### config.mk
export PLATFORM = sky130hd
export DESIGN_NAME = cam_reg_sequencer
export DESIGN_NICKNAME = d
export VERILOG_FILES = /design/src/rtl/cam_seq_pkg.sv /design/src/rtl/cam_seq_rom.sv /design/src/rtl/cam_reg_sequencer.sv
export SDC_FILE = /design/constraint.sdc
export NUM_CORES = 1
export LEC_CHECK = 0
export CAP_MARGIN = 10
export CORE_MARGIN = 2
export CORE_UTILIZATION = 50
export CTS_CLUSTER_SIZE = 8
export DETAILED_ROUTE_END_ITERATION = 16
export PLACE_DENSITY = 0.76
export REMOVE_ABC_BUFFERS = 1
export SLEW_MARGIN = 5
export SYNTH_ARGS = -nofsm -noshare
export SYNTH_HDL_FRONTEND = slang
export SYNTH_SLANG_ARGS = --single-unit
export TNS_END_PERCENT = 30
### constraint.sdc
create_clock -name clk -period 2 [get_ports clk]
set_clock_uncertainty 0.05 [all_clocks]
set_input_delay 0.6 -clock clk [delete_from_list [all_inputs] [get_ports clk]]
set_output_delay 0.6 -clock clk [all_outputs]
set_load 0.01 [all_outputs]
### src/rtl/cam_seq_pkg.sv
// Shared types, constants and profile tables for the camera register init sequencer.
// Each table entry is {addr, data}: all-ones is the END marker, addr all-ones with
// any other data is a delay of <data> milliseconds, anything else is a register write.
package cam_seq_pkg;

  typedef enum logic [2:0] {
    S_IDLE,
    S_FETCH,
    S_DECODE,
    S_ISSUE,
    S_WAIT,
    S_DONE
  } state_t;

  localparam int CAM_ADDR_W = 8;
  localparam int CAM_DATA_W = 8;

  typedef struct packed {
    logic [CAM_ADDR_W-1:0] addr;
    logic [CAM_DATA_W-1:0] data;
  } cmd_t;

  localparam cmd_t                  CMD_END    = '1;
  localparam logic [CAM_ADDR_W-1:0] DELAY_ADDR = '1;

  localparam int TBL_LEN = 16;
  localparam int TBL_AW  = 4;

  // Profile 0: OV7670 QVGA RGB565 (soft reset, settle 5 ms, then format/scaling setup)
  localparam cmd_t PROF0 [TBL_LEN] = '{
    16'h1280, 16'hFF05, 16'h1204, 16'h1100, 16'h0C04, 16'h3E19, 16'h4010, 16'h3A04,
    16'h1716, 16'h1804, 16'h3200, 16'h1902, 16'h1A7A, 16'h0300, 16'hFF00, 16'hFFFF
  };

  // Profile 1: OV7670 YUV422
  localparam cmd_t PROF1 [TBL_LEN] = '{
    16'h1280, 16'h1200, 16'h1100, 16'h0C00, 16'h3E00, 16'h40C0, 16'h3A04, 16'h3D88,
    16'h1714, 16'h1802, 16'hFFFF, 16'hFFFF, 16'hFFFF, 16'hFFFF, 16'hFFFF, 16'hFFFF
  };

  // Width of the profile select port; a single-profile build still gets one bit.
  function automatic int prof_w(input int profiles);
    return (profiles > 1) ? $clog2(profiles) : 1;
  endfunction

  // Table lookup; anything outside the stored tables reads as END.
  function automatic cmd_t rom_entry(input int p, input int i);
    cmd_t e;
    e = CMD_END;
    if (i >= 0 && i < TBL_LEN) begin
      if (p == 0)      e = PROF0[i[TBL_AW-1:0]];
      else if (p == 1) e = PROF1[i[TBL_AW-1:0]];
    end
    return e;
  endfunction

endpackage

### src/rtl/cam_seq_rom.sv
// Command ROM: registered read of rom[profile][index] with one cycle of latency.
// Table entries are widened to ADDR_W/DATA_W keeping the all-ones markers intact.
module cam_seq_rom
  import cam_seq_pkg::*;
#(
  parameter int ADDR_W   = 8,
  parameter int DATA_W   = 8,
  parameter int DEPTH    = 64,
  parameter int PROFILES = 2
) (
  input  logic                       clk,
  input  logic                       rst,
  input  logic [prof_w(PROFILES)-1:0] profile,
  input  logic [$clog2(DEPTH)-1:0]   index,
  output logic [ADDR_W+DATA_W-1:0]   entry
);

  cmd_t              raw;
  logic [ADDR_W-1:0] addr_x;
  logic [DATA_W-1:0] data_x;

  // Look up the table entry and stretch the marker fields to the configured widths
  always_comb begin
    raw    = rom_entry(int'(profile), int'(index));
    addr_x = (raw.addr == DELAY_ADDR)   ? '1 : ADDR_W'(raw.addr);
    data_x = (raw.data == CMD_END.data) ? '1 : DATA_W'(raw.data);
  end

  // Output register provides the one-cycle read latency the FETCH state waits out
  always_ff @(posedge clk or posedge rst) begin
    if (rst) entry <= '0;
    else     entry <= {addr_x, data_x};
  end

endmodule

### src/rtl/cam_reg_sequencer.sv
// Camera register init sequencer: streams a selected command profile to the SCCB
// master over valid/ready, handling END and millisecond DELAY entries.
// Build option: define CAM_SEQ_DELAY_EN to execute DELAY entries with a real wait;
// without it DELAY entries are skipped and no wait counter is built.
module cam_reg_sequencer
  import cam_seq_pkg::*;
#(
  parameter int ADDR_W       = 8,
  parameter int DATA_W       = 8,
  parameter int DEPTH        = 64,
  parameter int PROFILES     = 2,
  parameter int TICKS_PER_MS = 100000
) (
  input  logic                        clk,
  input  logic                        rst,
  input  logic                        start,
  input  logic [prof_w(PROFILES)-1:0] profile,
  output logic                        cmd_valid,
  output logic [ADDR_W+DATA_W-1:0]    cmd_data,
  input  logic                        cmd_ready,
  output logic [$clog2(DEPTH)-1:0]    cmd_index,
  output logic                        busy,
  output logic                        done
);

  localparam int IW = $clog2(DEPTH);
  localparam int PW = prof_w(PROFILES);

  state_t                   state, state_nx;
  logic [IW-1:0]            index_q;
  logic [PW-1:0]            prof_q, prof_sel;
  logic [ADDR_W+DATA_W-1:0] rom_q, data_q;
  logic                     is_end, is_delay, is_last, advance;

  cam_seq_rom #(
    .ADDR_W  (ADDR_W),
    .DATA_W  (DATA_W),
    .DEPTH   (DEPTH),
    .PROFILES(PROFILES)
  ) u_rom (
    .clk    (clk),
    .rst    (rst),
    .profile(prof_q),
    .index  (index_q),
    .entry  (rom_q)
  );

  assign is_end   = (rom_q == '1);
  assign is_delay = (rom_q[ADDR_W+DATA_W-1 -: ADDR_W] == '1) && !is_end;
  assign is_last  = (index_q == IW'(DEPTH-1));
  assign prof_sel = (int'(profile) >= PROFILES) ? '0 : profile;

`ifdef CAM_SEQ_DELAY_EN
  localparam int CW = $clog2(255*TICKS_PER_MS+1);

  logic [CW-1:0] wait_q;
  logic          wait_zero;

  assign wait_zero = (wait_q == '0);

  // Load n*TICKS_PER_MS when a delay is decoded and count it down while waiting
  always_ff @(posedge clk or posedge rst) begin
    if (rst)
      wait_q <= '0;
    else if (state == S_DECODE && is_delay)
      wait_q <= CW'(rom_q[DATA_W-1:0]) * CW'(TICKS_PER_MS);
    else if (state == S_WAIT && !wait_zero)
      wait_q <= wait_q - CW'(1);
  end
`endif

  // State register
  always_ff @(posedge clk or posedge rst) begin
    if (rst) state <= S_IDLE;
    else     state <= state_nx;
  end

  // Next-state decode; start overrides everything and restarts from index 0
  always_comb begin
    state_nx = state;
    advance  = 1'b0;
    case (state)
      S_IDLE:  ;
      S_FETCH: state_nx = S_DECODE;
      S_DECODE: begin
        if (is_end) begin
          state_nx = S_DONE;
        end else if (is_delay) begin
`ifdef CAM_SEQ_DELAY_EN
          if (rom_q[DATA_W-1:0] != '0) state_nx = S_WAIT;
          else                         advance  = 1'b1;
`else
          advance = 1'b1;
`endif
        end else begin
          state_nx = S_ISSUE;
        end
      end
      S_ISSUE: if (cmd_ready) advance = 1'b1;
`ifdef CAM_SEQ_DELAY_EN
      S_WAIT:  if (wait_zero) advance = 1'b1;
`endif
      S_DONE:  ;
      default: state_nx = S_IDLE;
    endcase
    if (advance) state_nx = is_last ? S_DONE : S_FETCH;
    if (start)   state_nx = S_FETCH;
  end

  // Index/profile bookkeeping and the held command word for the current write
  always_ff @(posedge clk or posedge rst) begin
    if (rst) begin
      index_q <= '0;
      prof_q  <= '0;
      data_q  <= '0;
    end else if (start) begin
      index_q <= '0;
      prof_q  <= prof_sel;
    end else begin
      if (advance && !is_last)
        index_q <= index_q + IW'(1);
      if (state == S_DECODE && !is_end && !is_delay)
        data_q <= rom_q;
    end
  end

  assign cmd_valid = (state == S_ISSUE);
  assign cmd_data  = data_q;
  assign cmd_index = index_q;
  assign busy      = (state != S_IDLE) && (state != S_DONE);
  assign done      = (state == S_DONE);

endmodule

==> impl_metrics.ini <==
[clock_tree]
htreeDepth = 2
clockBufferDepth = 2
cts_root_buf = clkbuf_8
cts.clk_slew.worst_paths_ns = 0.08
cts_sinks = 42
insertion_delay_ns = 0.30
cts_tree = yes
numCtsBuffers = 5

[drt]
drt-wirelength-per-cell_um = 15.0
drt_pre_antenna_iters = 4
drtAntennaViolNets = 0
viasPerCell = 5.66
vias = 1918
drc = 0
drtIter0Drc = 81
wl_um = 5100

[synthesis]
synth_mux_area_frac = 0.139
synth-xor-area-share = 0.00358
synth_top_family_by_area = compound AO/OA/AOI/OAI gates
synth_edf_count = 0
syn_inst = 235
async_reset_ff_frac = 1.00
ys_warn_count = 0
seq_area_frac_synth = 0.429
synth-compound-area-share = 0.165
ys.flop_type = dfrtp_1
yosys.area_share.adder = 0.0460
synth_area_per_cell_um2 = 10.4
synthDistinctLibCells = 50
yosys.area.top_type = dfrtp_1
ys_ff_latch = 42
synth-simple-area-share = 0.165
yosys.area.top_type_share = 0.429
synth_area_leaders = dfrtp_1, mux2_4, ha_1, o21ai_0, mux2_2
syn_area_um2 = 2450

[floorplanning]
die_x_um = 74.0
die-area_um2 = 5480
initial_core_util = 0.519
placementRows = 25
ios = 30
coreArea_um2 = 4720
die_height_um = 74.0

[final_layout]
nNetsFinal = 285
fin_util = 0.631
fillers = 390
insertedDiodeCount = 0
syn2layout_area_growth_pct = 21.6
layout-drive-gt1-share = 0.228

[setup_path]
worst-endpoint-arrival_ns = 2.09
startpoint_type = input port
cp.required_ns = 2.13
critPathKind = input port to flop
crit_fanout = 4
worstSetupEndpointType = flop

[global_route]
grt_pass1_vias = 1732
grt_max_degree = 43
gr-total-overflow = 0
antenna_found_initial = 0
grt_util_all_layers = 0.208
grt_pass1_wl_um = 8680

[timing]
min_period_over_period = 0.981
setup_violations = 0
hold_viol = 0
tightest_slew_ns = 0.561
min_period_ns = 1.96
report.final.slew_viol_count = 0
rsz0062_at_grt = false
slew_headroom = 0.626
fmax_mhz = 509

[min_path]
hold_path.class = flop to flop

[place]
io_buffers = 29
globalplace.congestion = 0.826
dp_hpwl_um = 3730

[power_and_ir_drop]
ir_drop_mv = 0.345
powerDensity_nw_per_um2 = 631
power.total_mw = 1.88
leakage_nw = 1.33

[flow_run]
drv_cap = 0

[run_status]
status = completed
-- cells in the mapped netlist (all sizes together), types with 3 or more instances --
master and instances:
nand3 4, nor2b 7, nor3 4, o221ai 4, o211a 3, o21a 3, and2 3, nor2 13
o21ai 21, dfrtp 42, mux2i 4, nand4 3, a311oi 3, clkbuf 9, inv 9, a21oi 7
ha 9, nand2 21, o211ai 4, nand2b 5, buf 8, mux2 21
-- state kept, by name, indices dropped and copies added (netlist names) --
register     flops
state            3
cmd_index        6
prof_q           1
u_rom.entry     16
cmd_data        16
-- stage by stage --
stage	hold slack, ns	instance area, µm²	std cells	setup TNS, ns	setup slack, ns
2_1_floorplan	0.423	2360	218	-0.0619	-0.0301
3_3_place_gp	0.434	2870	329	-0.933	-0.263
3_5_place_dp	0.442	2870	329	-1.34	-0.270
4_1_cts	0.462	2970	339	0	0.0171
5_1_grt	0.471	2980	339	0	0.00442
6_report	0.457	2980	339	0	0.0372
-- cell type report --
class	instances	area (µm²)	area share
Clock inverter	3	23.8	0.00798
Clock buffer	5	68.8	0.0231
Multi-Input combinational cell	167	1270	0.427
Tap cell	67	83.8	0.0281
Sequential cell	42	1060	0.355
Timing Repair Buffer	46	439	0.147
Inverter	9	33.8	0.0113
-- power breakdown --
| group | internal, mW | switching [mW] |
|---|---|---|
| Clock | 0.249 | 0.304 |
| Combinational | 0.207 | 0.153 |
| Sequential | 0.916 | 0.0500 |
-- worst paths after layout --
path                                   start      endpoint  slack (ns)  depth (start not counted)
worst max register to register  cmd_index[0]  cmd_index[3]        0.11                          5
min in group asynchronous                rst  cmd_data[15]        0.60                          3
worst min register to register   cmd_data[9]   cmd_data[9]        0.46                          1
worst max-delay path               cmd_ready  cmd_index[5]        0.04                          5
worst min-delay path             cmd_data[9]   cmd_data[9]        0.46                          1
max in group asynchronous                rst  cmd_index[0]        1.07                          3
-- worst max-delay path: stages --
cell             delay, ns
clkdlybuf4s50_1       0.48
and4b_4               0.27
a31oi_2               0.08
nor4_2                0.31
mux2_1                0.34
-- cell usage in the layout, fill, tap and decap left out, drive strengths merged, types with 7 or more instances in the layout --
cell type,n
clkdlybuf4s50,25
ha,9
nand2,21
nor2b,7
buf,17
nor2,13
o21ai,21
a21oi,7
mux2,21
inv,10
dfrtp,42
-- what timing repair did --
action,in CTS,in global routing
pin swaps,0,1
buffers inserted,2,0
hold buffers,0,0
gates resized for setup,7,5
setup endpoints to repair,4,5
-- routing by layer --
layer  vias up  wire length (µm)  GRT usage
met5         -                 0          0
met4         0                83     0.0768
met3         8               283     0.0339
met2        65              2450      0.324
met1       923              2290      0.294
li1        922                 -          -
-- cells by family after synthesis --
group	after synthesis
AO/OA/AOI/OAI	60
flip-flops	42
AND/OR/NAND/NOR	71
buffers and inverters	26
adder cells (fa/ha/maj)	9
XOR/XNOR	1
multiplexers	26
Note: power is estimated with default switching activity, not from simulation.
